**config.mk**
```make
export PLATFORM = sky130hd
export DESIGN_NAME = pixel_kernel_sequencer
export DESIGN_NICKNAME = d
export VERILOG_FILES = /design/src/rtl/pixel_kernel_sequencer.sv
export SDC_FILE = /design/constraint.sdc
export NUM_CORES = 1
export LEC_CHECK = 0
export CORE_ASPECT_RATIO = 1.1
export CORE_MARGIN = 3
export CORE_UTILIZATION = 45
export DETAILED_ROUTE_END_ITERATION = 16
export GPL_TIMING_DRIVEN = 1
export PLACE_DENSITY = 0.79
export SLEW_MARGIN = 15
export SYNTH_ARGS = -nofsm -noshare
export SYNTH_HDL_FRONTEND = slang
export SYNTH_SLANG_ARGS = --single-unit
```
**constraint.sdc**
```tcl
create_clock -name clk -period 2.2 [get_ports clk]
set_clock_uncertainty 0.05 [all_clocks]
set_input_delay 0.44 -clock clk [delete_from_list [all_inputs] [get_ports clk]]
set_output_delay 0.44 -clock clk [all_outputs]
set_load 0.01 [all_outputs]
```
**src/rtl/pixel_kernel_sequencer.sv**
```systemverilog
// pixel_kernel_sequencer: steps a kernel of pixel FSMs through start, timed settle and done
module pixel_kernel_sequencer #(
    parameter int NPIX   = 4,
    parameter int TW     = 10,
    parameter int WDOG_W = 16
) (
    input  logic            clk,
    input  logic            reset_n,
    input  logic            start_i,
    input  logic            abort_i,
    input  logic [TW-1:0]   loc_max_clk,
    input  logic [TW-1:0]   adj_max_clk,
    output logic [NPIX-1:0] pxl_start_o,
    input  logic [NPIX-1:0] pxl_done_i,
    input  logic [NPIX-1:0] loc_timer_en_i,
    input  logic [NPIX-1:0] adj_timer_en_i,
    output logic [NPIX-1:0] loc_timer_m_o,
    output logic [NPIX-1:0] adj_timer_m_o,
    output logic [3:0]      active_idx_o,
    output logic            busy_o,
    output logic            kernel_done_o,
    output logic            err_timeout_o
);
    typedef enum logic [2:0] {IDLE, START, WAIT, NEXT, DONE} state_t;

    state_t            state;
    logic [3:0]        idx;
    logic [TW-1:0]     loc_max, adj_max, loc_cnt, adj_cnt;
    logic [WDOG_W-1:0] wdog;
    logic [NPIX-1:0]   sel;
    logic              run, done_hit, loc_en, adj_en, loc_hit, adj_hit;

    // active-pixel select; timers only run in WAIT and stop dead on abort
    always_comb begin
        sel      = NPIX'(1) << idx;
        run      = state == WAIT && !abort_i;
        done_hit = |(pxl_done_i & sel);
        loc_en   = run && |(loc_timer_en_i & sel);
        adj_en   = run && |(adj_timer_en_i & sel);
        loc_hit  = loc_en && loc_cnt == loc_max;
        adj_hit  = adj_en && adj_cnt == adj_max;
    end

    // kernel sequencing, per-pixel watchdog and sticky timeout flag
    always_ff @(posedge clk or negedge reset_n) begin
        if (!reset_n) begin
            state         <= IDLE;
            idx           <= '0;
            wdog          <= '0;
            loc_max       <= '0;
            adj_max       <= '0;
            err_timeout_o <= 1'b0;
        end else if (abort_i) begin
            state <= IDLE;
        end else begin
            case (state)
                IDLE: if (start_i) begin
                    loc_max       <= loc_max_clk;
                    adj_max       <= adj_max_clk;
                    idx           <= '0;
                    err_timeout_o <= 1'b0;
                    state         <= START;
                end
                START: begin
                    wdog  <= '0;
                    state <= WAIT;
                end
                WAIT: begin
                    wdog <= wdog + WDOG_W'(1);
                    if (done_hit) begin
                        state <= idx == 4'(NPIX - 1) ? DONE : NEXT;
                    end else if (&(wdog + WDOG_W'(1))) begin
                        err_timeout_o <= 1'b1;
                        state         <= DONE;
                    end
                end
                NEXT: begin
                    idx   <= idx + 4'd1;
                    state <= START;
                end
                DONE:    state <= IDLE;
                default: state <= IDLE;
            endcase
        end
    end

    // settle timers restart whenever enable drops; a match emits a one-cycle max pulse
    always_ff @(posedge clk or negedge reset_n) begin
        if (!reset_n) begin
            loc_cnt       <= '0;
            adj_cnt       <= '0;
            loc_timer_m_o <= '0;
            adj_timer_m_o <= '0;
        end else begin
            loc_cnt       <= loc_en && !loc_hit ? loc_cnt + TW'(1) : '0;
            adj_cnt       <= adj_en && !adj_hit ? adj_cnt + TW'(1) : '0;
            loc_timer_m_o <= loc_hit ? sel : '0;
            adj_timer_m_o <= adj_hit ? sel : '0;
        end
    end

    assign pxl_start_o   = state == START ? sel : '0;
    assign active_idx_o  = idx;
    assign busy_o        = state != IDLE;
    assign kernel_done_o = state == DONE;
endmodule

```
Yosys cells after proc, flatten, opt, wreduce, memory -nomap -nowiden --
Cells that the tools add are included.
Storage, ports and cells: register bits after elaboration 72, output and inout port bits 19
Operators by class: reduce and logical (&&, ||, !) cells 24, bitwise logic cells 4, eq/ne operators 12, add/subtract/negate cells 4, multiplexer cells 18, shift operators 1
Operators by type and width (count):
- one-hot mux 16 bit (2 select lines) | 1
- adder 10 x 1 -> 10 bit, second input constant | 2
- equality test 10 bit | 2
- 2-to-1 mux 10 bit | 2
- adder 16 x 1 -> 16 bit, second input constant | 1
- 2-to-1 mux 4 bit | 4
- AND reduction 16 bit | 1
- 2-to-1 mux 3 bit | 5
- bitwise AND 4 bit | 3
- one-hot mux 3 bit (4 select lines) | 1
- OR reduction 4 bit | 3
- one-hot mux 4 bit (2 select lines) | 1
- logical AND 1 bit | 7
- equality test 3 x 2 -> 1 bit, second input constant | 2
- AND reduction 3 bit | 2
- nonzero test 2 bit | 3
- AND reduction 5 bit | 1
- adder 4 x 1 -> 4 bit, second input constant | 1
- equality test 4 x 2 -> 1 bit, second input constant | 1
- != test 2 bit, second input constant | 2
- != test 4 x 3 -> 1 bit, second input constant | 1
- AND reduction 2 bit | 2
- << shifter 1 x 4 -> 4 bit, first input constant | 1
- equality test 3 x 1 -> 1 bit, second input constant | 1
- other kinds (9) | 13

Longest topological paths before layout --
Gate-level depths: netlist of run 1.
depth after elaboration 8, gate-level depth with buffers 8, depth with buffers taken out 7

Worst setup path after synthesis of run 1 --
Ideal clock, no wire load.
path kind input -> register, from input port abort_i, to register adj_max[3], slack 0.237 ns, data arrival time 1.788 ns, stages on the path 5, required time 2.025 ns, cell sequence or2_2 > clkbuf_1 > nor2_1 > buf_2 > mux2_2
Between the ends: cells in the longest elaborated chain, start to end 2
Ends and longest elaborated chain:
- start: declaration | line 10 | input logic abort_i,
- NOT 1 bit (no line)
- AND reduction 3 bit (no line)
- end signal: assignment | line 59 | adj_max <= adj_max_clk;
- end: declaration | line 28 | logic [TW-1:0] loc_max, adj_max, loc_cnt, adj_cnt;
No other way between the ends. A chain may end at the register's enable or synchronous reset.

Final worst setup path of run 1 --
from register idx[3], in the netlist active_idx_o[3], to output port pxl_start_o[0]
Between the ends: cells in the longest elaborated chain, start to end 2
Ends and longest elaborated chain:
- start: declaration | line 27 | logic [3:0] idx;
- start signal: assignment | line 78 | idx <= idx + 4'd1;
- << shifter 1 x 4 -> 4 bit | line 35 | sel = NPIX'(1) << idx;
- 2-to-1 mux 4 bit | line 102 | assign pxl_start_o = state == START ? sel : '0;
- end: declaration | line 13 | output logic [NPIX-1:0] pxl_start_o,
No other way between the ends.

==> results of run 1 <==
-- kinds of logic after synthesis --
logic type / count (synthesis) / share of synthesized area (%)
XOR/XNOR: 42 / 9.93
multiplexers: 25 / 8.48
AO/OA/AOI/OAI: 53 / 8.65
buffers and inverters: 27 / 3.88
flip-flops: 72 / 48.6
AND/OR/NAND/NOR: 141 / 18.7
adder cells (fa/ha/maj): 5 / 1.69
-- layer usage --
metal  wire (um)  global-route usage, %  share of wire (%)
met5           0                      0                  0
met4         283                   10.2                3.3
met3         393                   3.27                4.6
met2        4320                   32.0                 50
met1        3620                   23.7                 42
-- flip-flops by register name, indices dropped and copies added, names as in the netlist --
signal and cells:
loc_cnt 10, adj_cnt 10, loc_timer_m_o 4, loc_max 10, err_timeout_o 1, adj_timer_m_o 4
active_idx_o 4, state 3, wdog 16, adj_max 10
-- where the power goes --
| part | switching (W) | internal (W) | leakage, nW |
|---|---|---|---|
| combinational | 0.000316 | 0.000403 | 0.932 |
| clock | 0.000524 | 0.000413 | 0.0831 |
| sequential | 0.000121 | 0.00148 | 0.954 |
-- Yosys cell counts (4+ instances only) --
| cell type | n | area (um2) |
|---|---|---|
| sky130_fd_sc_hd__a21oi_1 | 6 | 30.0 |
| sky130_fd_sc_hd__a31oi_1 | 5 | 31.3 |
| sky130_fd_sc_hd__and3_1 | 7 | 43.8 |
| sky130_fd_sc_hd__buf_2 | 7 | 35.0 |
| sky130_fd_sc_hd__clkbuf_1 | 6 | 22.5 |
| sky130_fd_sc_hd__dfrtp_1 | 72 | 1800 |
| sky130_fd_sc_hd__ha_1 | 5 | 62.6 |
| sky130_fd_sc_hd__inv_1 | 8 | 30.0 |
| sky130_fd_sc_hd__mux2_2 | 21 | 236 |
| sky130_fd_sc_hd__nand2_1 | 25 | 93.8 |
| sky130_fd_sc_hd__nand3_1 | 17 | 85.1 |
| sky130_fd_sc_hd__nand4_1 | 11 | 68.8 |
| sky130_fd_sc_hd__nor2_1 | 54 | 203 |
| sky130_fd_sc_hd__nor3_1 | 4 | 20.0 |
| sky130_fd_sc_hd__nor4_1 | 4 | 25.0 |
| sky130_fd_sc_hd__o21ai_0 | 27 | 135 |
| sky130_fd_sc_hd__o31ai_1 | 5 | 37.5 |
| sky130_fd_sc_hd__xnor2_1 | 25 | 219 |
| sky130_fd_sc_hd__xor2_1 | 17 | 149 |
-- path summary, 6_finish.rpt --
path / startpoint / endpoint / slack (ns)
max: active_idx_o[3] / pxl_start_o[0] / 0.04
min: reset_n / adj_max[5] / 0.01
max reg2reg: wdog[0] / state[2] / 0.14
min reg2reg: wdog[12] / wdog[12] / 0.45
max in group asynchronous: reset_n / active_idx_o[3] / 1.42
min in group clk: wdog[12] / wdog[12] / 0.45
-- final cells by class --
| cell class | instances | area share, % |
|---|---|---|
| Inverter | 8 | 0.634 |
| Clock buffer | 10 | 2.70 |
| Tap cell | 108 | 2.85 |
| Multi-Input combinational cell | 266 | 37.7 |
| Sequential cell | 72 | 38.1 |
| Timing Repair Buffer | 89 | 17.0 |
| Clock inverter | 6 | 0.899 |
-- worst max-delay path, cell delays in order (launching register included) --
cell and delay [ns]:
sky130_fd_sc_hd__dfrtp_2 0.43, sky130_fd_sc_hd__or4_1 0.55, sky130_fd_sc_hd__nor2_1 0.11, sky130_fd_sc_hd__clkdlybuf4s15_2 0.24
-- through the flow --
step | cell area [um2] | std cells | TNS (ns)
floorplan | 3700 | 365 | 0
global placement | 4490 | 537 | -0.516
detailed placement | 4490 | 537 | -1.47
CTS | 4690 | 555 | 0
global route | 4730 | 559 | -0.0612
finish | 4730 | 559 | 0
-- repair_timing --
action / 4_1_cts / 5_1_grt
gates resized for setup: 12 / 3
setup endpoints to repair: 5 / 3
buffers inserted: 2 / 4
pin swaps: 1 / 0
==> impl_metrics.env, run 1 <==
export IMPL_critical_path_class="flip-flop to primary output"
export IMPL_status="finished, final reports clean"
export IMPL_die_height_um=101
export IMPL_cts_made_buffers=9
export IMPL_core_mm2=0.00796
export IMPL_wl_per_cell_um=15.4
export IMPL_drt_iter0_drc=150
export IMPL_cts_htree_levels=3
export IMPL_critical_path_max_fanout=3
export IMPL_n_antenna_cell=0
export IMPL_ys_flop_type="sky130_fd_sc_hd__dfrtp_1"
export IMPL_input_output_buffers=54
export IMPL_setup_ws_ns=0.0432
export IMPL_critPathArrivalTime_ns=1.67
export IMPL_maxSlewHeadroom_pct=63.4
export IMPL_fillCellCount=658
export IMPL_route_detailed_vias_per_inst=5.37
export IMPL_power_total_w=0.00326
export IMPL_ir_worst_vdd_mv=0.417
export IMPL_synth_avg_cell_area_um2=10.2
export IMPL_placement_setup_worst_slack_ns=-0.0751
export IMPL_global_route_wire_length_before_repair_um=14100
export IMPL_most_common_cell_after_layout_fill_and_taps_aside="sky130_fd_sc_hd__dfrtp_1"
export IMPL_rsz_0062_raised_after_global_routing="yes"
export IMPL_synth_net_count=406
export IMPL_clock_sink_count=72
export IMPL_boundaryPins=55
export IMPL_worst_ep_required_time_ns=1.71
export IMPL_dr_pass1_iters=4
export IMPL_seqCellArea_mm2=0.00180
export IMPL_floorplan_rows=34
export IMPL_final_max_slew_violation_count=0
export IMPL_tightestPinTransition_ns=0.549
export IMPL_area_grow_syn2layout_pct=27.8
export IMPL_hold_path_class="primary input to async pin"
export IMPL_place_hpwl_um=6320
export IMPL_remaining_drc_errors=0
export IMPL_fp_dieArea_mm2=0.00936
export IMPL_fmax_ghz=0.464
export IMPL_gp_congestion=0.887
export IMPL_synth_seq_area_share_pct=48.6
export IMPL_postCtsHoldBufs=0
export IMPL_element_type_at_the_critical_path_start="flip-flop"
export IMPL_layout_net_count=487
export IMPL_clkTransAtPathRegs_ns=0.09
export IMPL_grt_ovfl_total=0
export IMPL_total_leakage_power_nw=1.97
export IMPL_floorplan_initialDensity_pct=46.6
export IMPL_grt_max_degree=50
export IMPL_first_global_vias=2991
export IMPL_power_per_cell_area_mw_per_mm2=688
export IMPL_syn_inst=365
export IMPL_min_period_over_period_pct=98.0
export IMPL_tritoncts="yes"
export IMPL_routed_via_count=3001
export IMPL_synth_warning_count=0
export IMPL_layout_drive_gt1_share_pct=20.0
export IMPL_cell_at_the_root_of_the_clock_tree="sky130_fd_sc_hd__clkbuf_8"
export IMPL_depth_of_the_most_critical_reg_to_reg_path=7
export IMPL_maxcap_viol_count=0
export IMPL_timing_final_hold_violations=0
export IMPL_fp_dieW_um=92.5
export IMPL_synthArstFlopShare_pct=100
export IMPL_synth_area_mm2=0.00370
export IMPL_cts_buffer_depth=2
export IMPL_synth_enable_flop_cells=0
export IMPL_synth_lib_cells_used_distinct=42
export IMPL_min_period_ns=2.16
export IMPL_globalRouteTotalUtil_pct=19.1
export IMPL_finalCoreUtilization_pct=59.5
export IMPL_antenna_violations_before_repair=0
export IMPL_multiInputGateArea_mm2=0.00179
export IMPL_clkLatencyLatePin_ns=0.35
export IMPL_antenna_left=0
export IMPL_timing_hold_ws_ns=0.0140
export IMPL_worstSetupEndpointType="primary output"
export IMPL_most_frequent_cells_in_the_layout="sky130_fd_sc_hd__dfrtp_1, sky130_fd_sc_hd__nor2_1, sky130_fd_sc_hd__clkdlybuf4s50_1"
export IMPL_wl_um=8610
export IMPL_postSynthRegisterBits=72
export IMPL_final_setup_viol_count=0
Power figures use the tool's default switching activity.
==> run 2: changes to the inputs <==
--- a/config.mk
+++ b/config.mk
@@ -11,6 +11,7 @@
 export DETAILED_ROUTE_END_ITERATION = 16
 export GPL_TIMING_DRIVEN = 1
 export PLACE_DENSITY = 0.79
+export SKIP_CTS_REPAIR_TIMING = 1
 export SLEW_MARGIN = 15
 export SYNTH_ARGS = -nofsm -noshare
 export SYNTH_HDL_FRONTEND = slang
==> impl_metrics.env, run 2 (synthesis results as in run 1) <==
export IMPL_power_switching_w=0.000963
export IMPL_worstPathCellList="inv_1 > nand3b_1 > nor2_1 > clkdlybuf4s50_1"
export IMPL_ir_worst_vdd_mv=0.414
export IMPL_cts_htree_levels=3
export IMPL_boundaryPins=55
export IMPL_number_of_flip_flops_in_the_largest_register=16
export IMPL_post_layout_nonfiller_instances=554
export IMPL_depth_of_the_most_critical_reg_to_reg_path=7
export IMPL_tightestPinTransition_ns=0.548
export IMPL_crit_path_top_delay_cell="sky130_fd_sc_hd__clkdlybuf4s50_1"
export IMPL_die_height_um=101
export IMPL_drt_iter0_drc=145
export IMPL_area_grow_syn2layout_pct=27.0
export IMPL_timing_final_hold_violations=0
export IMPL_cp_slowest_stage_delay_ns=0.56
export IMPL_global_route_wire_length_before_repair_um=13900
export IMPL_top_register="wdog"
export IMPL_critPathArrivalTime_ns=1.84
export IMPL_power_share_sequential_pct=49.2
export IMPL_cts_buffer_depth=2
export IMPL_route_detailed_vias_per_inst=5.43
export IMPL_maxSlewHeadroom_pct=63.5
export IMPL_wl_um=8580
export IMPL_timing_rr_end="state[2]"
export IMPL_setup_ws_ns=-0.129
export IMPL_cell_at_the_root_of_the_clock_tree="sky130_fd_sc_hd__clkbuf_8"
export IMPL_fillCellCount=655
export IMPL_rsz_0062_raised_after_global_routing="yes"
export IMPL_fp_dieArea_mm2=0.00936
export IMPL_status="complete, but fails checks"
export IMPL_antenna_left=0
export IMPL_fmax_ghz=0.429
export IMPL_violations="negative setup slack"
export IMPL_reg2reg_slack_ns=0.13
export IMPL_floorplan_rows=34
export IMPL_clkTransAtPathRegs_ns=0.08
export IMPL_layout_net_count=482
export IMPL_globalRouteTotalUtil_pct=18.8
export IMPL_setup_tns_ns=-0.237
export IMPL_tritoncts="yes"
export IMPL_input_output_buffers=54
export IMPL_critical_path_max_fanout=5
export IMPL_dr_pass1_iters=4
export IMPL_placed_cells=537
export IMPL_cts_made_buffers=9
export IMPL_element_type_at_the_critical_path_start="flip-flop"
export IMPL_most_common_cell_after_layout_fill_and_taps_aside="sky130_fd_sc_hd__dfrtp_1"
export IMPL_worstSetupEndpointType="primary output"
export IMPL_critical_path_class="flip-flop to primary output"
export IMPL_final_cell_area_mm2=0.00470
export IMPL_total_leakage_power_nw=1.97
export IMPL_power_report_internal_total_w=0.00229
export IMPL_most_frequent_cells_in_the_layout="sky130_fd_sc_hd__dfrtp_1, sky130_fd_sc_hd__nor2_1, sky130_fd_sc_hd__clkdlybuf4s50_1"
export IMPL_placed_area_mm2=0.00449
export IMPL_power_per_cell_area_mw_per_mm2=692
export IMPL_floorplan_initialDensity_pct=46.6
export IMPL_worst_ep_required_time_ns=1.71
export IMPL_swShare_pct=29.6
export IMPL_gp_congestion=0.887
export IMPL_power_clock_fraction_pct=28.9
export IMPL_grt_ovfl_total=0
export IMPL_hold_path_class="primary input to async pin"
export IMPL_maxcap_viol_count=0
export IMPL_remaining_drc_errors=0
export IMPL_final_setup_viol_count=2
export IMPL_min_period_ns=2.33
export IMPL_clock_sink_count=72
export IMPL_wl_per_cell_um=15.5
export IMPL_fp_dieW_um=92.5
export IMPL_final_max_slew_violation_count=0
export IMPL_layout_drive_gt1_share_pct=18.6
export IMPL_clkLatencyLatePin_ns=0.35
export IMPL_antenna_violations_before_repair=0
export IMPL_combinational_power_share_pct=22.0
export IMPL_core_mm2=0.00796
export IMPL_crit_start="state[1]"
export IMPL_first_global_vias=2958
export IMPL_r2r_start="wdog[0]"
export IMPL_grt_max_degree=50
export IMPL_routed_via_count=3009
export IMPL_n_antenna_cell=0
export IMPL_place_hpwl_um=6320
export IMPL_min_period_over_period_pct=106
==> run 2: routing by layer <==
metal | global-route usage, % | part of all wire [%] | vias to the layer above
met5 | 0 | 0 | -
met4 | 10.5 | 3.6 | 0
met3 | 3.19 | 4.3 | 25
met2 | 31.0 | 49 | 85
met1 | 23.7 | 43 | 1473
li1 | - | - | 1426
==> run 2: stage by stage <==
| step | worst slack [ns] | hold slack [ns] | utilization (%) | power, W |
|---|---|---|---|---|
| after global placement | -0.0376 | 0.400 | 56.5 | 0.00231 |
| final | -0.129 | 0.0196 | 59.1 | 0.00326 |
| after detailed placement | -0.0751 | 0.414 | 56.5 | 0.00234 |
| after CTS | -0.291 | 0.0314 | 58.6 | 0.00326 |
| after floorplan | 0.237 | 0.0944 | - | 0.00204 |
| after global routing | -0.224 | 0.0595 | 59.1 | 0.00342 |
==> run 2: area by class of cell <==
cell class                      instances  area (um2)  share of cell area [%]
Sequential cell                        72        1800                    38.4
Multi-Input combinational cell        266        1780                    37.9
Timing Repair Buffer                   84         781                    16.6
Tap cell                              108         135                    2.87
Clock buffer                           10         128                    2.71
Clock inverter                          6        42.5                   0.904
Inverter                                8        30.0                   0.638
==> run 2: worst max-delay path: cells and delay by family (launching register included) <==
kind,cells,cell delay (ns)
flops,1,0.38
simple gates,2,0.41
buf+inv,2,0.70
==> run 2: how the worst max path moves through the flow <==
stage	slack [ns]	to
floorplan	0.24	adj_max[3]
global placement	-0.04	adj_cnt[9]
detailed placement	-0.08	wdog[6]
CTS	-0.29	pxl_start_o[0]
global route	-0.22	pxl_start_o[3]
finish	-0.13	pxl_start_o[1]
==> run 2: power groups by stage <==
stage / Sequential, W / Clock (W) / Combinational (W)
2_1_floorplan: 0.00161 / 0 / 0.000436
3_3_place_gp: 0.00162 / 0 / 0.000681
3_5_place_dp: 0.00163 / 0 / 0.000711
4_1_cts: 0.00161 / 0.000944 / 0.000713
5_1_grt: 0.00163 / 0.00100 / 0.000788
6_report: 0.00160 / 0.000940 / 0.000715
==> run 3: changes to the inputs <==
--- a/config.mk
+++ b/config.mk
@@ -9,6 +9,7 @@
 export CORE_MARGIN = 3
 export CORE_UTILIZATION = 45
 export DETAILED_ROUTE_END_ITERATION = 16
+export GPL_ROUTABILITY_DRIVEN = 0
 export GPL_TIMING_DRIVEN = 1
 export PLACE_DENSITY = 0.79
 export SKIP_CTS_REPAIR_TIMING = 1
==> impl_metrics.env, run 3 (synthesis results as in run 1) <==
export IMPL_depth_of_the_most_critical_reg_to_reg_path=9
export IMPL_fmax_ghz=0.469
export IMPL_setup_tns_ns=0
export IMPL_worstSetupEndpointType="primary output"
export IMPL_maxSlewHeadroom_pct=60.1
export IMPL_grt_max_degree=37
export IMPL_first_global_vias=2976
export IMPL_power_per_cell_area_mw_per_mm2=736
export IMPL_min_period_over_period_pct=97.0
export IMPL_floorplan_initialDensity_pct=46.6
export IMPL_wl_um=8670
export IMPL_critical_path_max_fanout=5
export IMPL_cts_made_buffers=9
export IMPL_most_frequent_cells_in_the_layout="sky130_fd_sc_hd__dfrtp_1, sky130_fd_sc_hd__nor2_1, sky130_fd_sc_hd__clkdlybuf4s50_1"
export IMPL_critical_path_class="flip-flop to primary output"
export IMPL_timing_final_hold_violations=0
export IMPL_finalCoreUtilization_pct=60.3
export IMPL_clkLatencyLatePin_ns=0.35
export IMPL_dr_pass1_iters=4
export IMPL_drt_iter0_drc=240
export IMPL_tritoncts="yes"
export IMPL_input_output_buffers=54
export IMPL_route_detailed_vias_per_inst=5.46
export IMPL_antenna_violations_before_repair=0
export IMPL_most_common_cell_after_layout_fill_and_taps_aside="sky130_fd_sc_hd__dfrtp_1"
export IMPL_number_of_flip_flops_in_the_largest_register=16
export IMPL_hold_path_class="primary input to async pin"
export IMPL_cts_htree_levels=3
export IMPL_layout_net_count=484
export IMPL_cts_buffer_depth=2
export IMPL_min_period_ns=2.13
export IMPL_final_max_slew_violation_count=0
export IMPL_critPathArrivalTime_ns=1.64
export IMPL_clock_sink_count=72
export IMPL_fillCellCount=633
export IMPL_global_route_wire_length_before_repair_um=14400
export IMPL_top_register="wdog"
export IMPL_maxcap_viol_count=0
export IMPL_layout_drive_gt1_share_pct=20.5
export IMPL_worst_ep_required_time_ns=1.71
export IMPL_final_setup_viol_count=0
export IMPL_ir_worst_vdd_mv=0.484
export IMPL_core_mm2=0.00796
export IMPL_cell_at_the_root_of_the_clock_tree="sky130_fd_sc_hd__clkbuf_8"
export IMPL_status="finished, final reports clean"
export IMPL_setup_ws_ns=0.0658
export IMPL_antenna_left=0
export IMPL_die_height_um=101
export IMPL_total_leakage_power_nw=2.05
export IMPL_area_grow_syn2layout_pct=29.6
export IMPL_placement_setup_worst_slack_ns=-0.0734
export IMPL_clkTransAtPathRegs_ns=0.08
export IMPL_remaining_drc_errors=0
export IMPL_globalRouteTotalUtil_pct=19.6
export IMPL_routed_via_count=3035
export IMPL_tightestPinTransition_ns=0.599
export IMPL_element_type_at_the_critical_path_start="flip-flop"
export IMPL_n_antenna_cell=0
export IMPL_wl_per_cell_um=15.6
export IMPL_place_hpwl_um=6360
export IMPL_fp_dieW_um=92.5
export IMPL_boundaryPins=55
export IMPL_floorplan_rows=34
export IMPL_grt_ovfl_total=0
export IMPL_fp_dieArea_mm2=0.00936
[run 3: final cells by class]
cell class / instances / area, um2 / share of cell area, %
clock buffer: 9 / 124 / 2.58
clock inverter: 7 / 103 / 2.14
inverter: 8 / 30.0 / 0.625
multi-input combinational: 266 / 1800 / 37.4
sequential: 72 / 1800 / 37.6
tap: 108 / 135 / 2.81
timing repair buffer: 86 / 808 / 16.8
[run 3: power breakdown]
part / leakage [nW] / internal [W] / switching [W]
Clock: 0.116 / 0.000652 / 0.000549
Combinational: 0.984 / 0.000407 / 0.000320
Sequential: 0.954 / 0.00148 / 0.000124
Total: 2.05 / 0.00254 / 0.000993
[run 3: per-layer routing]
layer	GRT usage (%)	up-vias	wire, um	share of wire (%)
met4	6.06	0	142	1.6
met2	33.6	102	4360	50
li1	-	1424	-	-
met3	4.01	16	570	6.6
met5	0	-	0	0
met1	25.1	1493	3590	41
[run 3: worst max-delay path, stage by stage (launching register included)]
cell                       delay [ns]
sky130_fd_sc_hd__dfrtp_2         0.47
sky130_fd_sc_hd__or4_1           0.55
sky130_fd_sc_hd__nor2_1          0.13
sky130_fd_sc_hd__clkbuf_2        0.15
[run 3: worst paths after layout]
check	from	end	slack, ns
max reg2reg	wdog[0]	state[1]	0.11
min	reset_n	adj_cnt[3]	0.04
min in group clk	wdog[12]	wdog[12]	0.45
min reg2reg	wdog[12]	wdog[12]	0.45
max in group asynchronous	reset_n	active_idx_o[2]	1.42
max	active_idx_o[2]	pxl_start_o[0]	0.07
[run 3: metrics by stage]
stage                     power (W)  cell area [um2]  hold WS, ns  instances
after floorplan             0.00204             3700       0.0944        365
after global placement      0.00232             4510        0.421        537
after detailed placement    0.00235             4510        0.434        537
after CTS                   0.00353             4730       0.0540        553
after global routing        0.00371             4800       0.0762        556
final                       0.00353             4800       0.0401        556
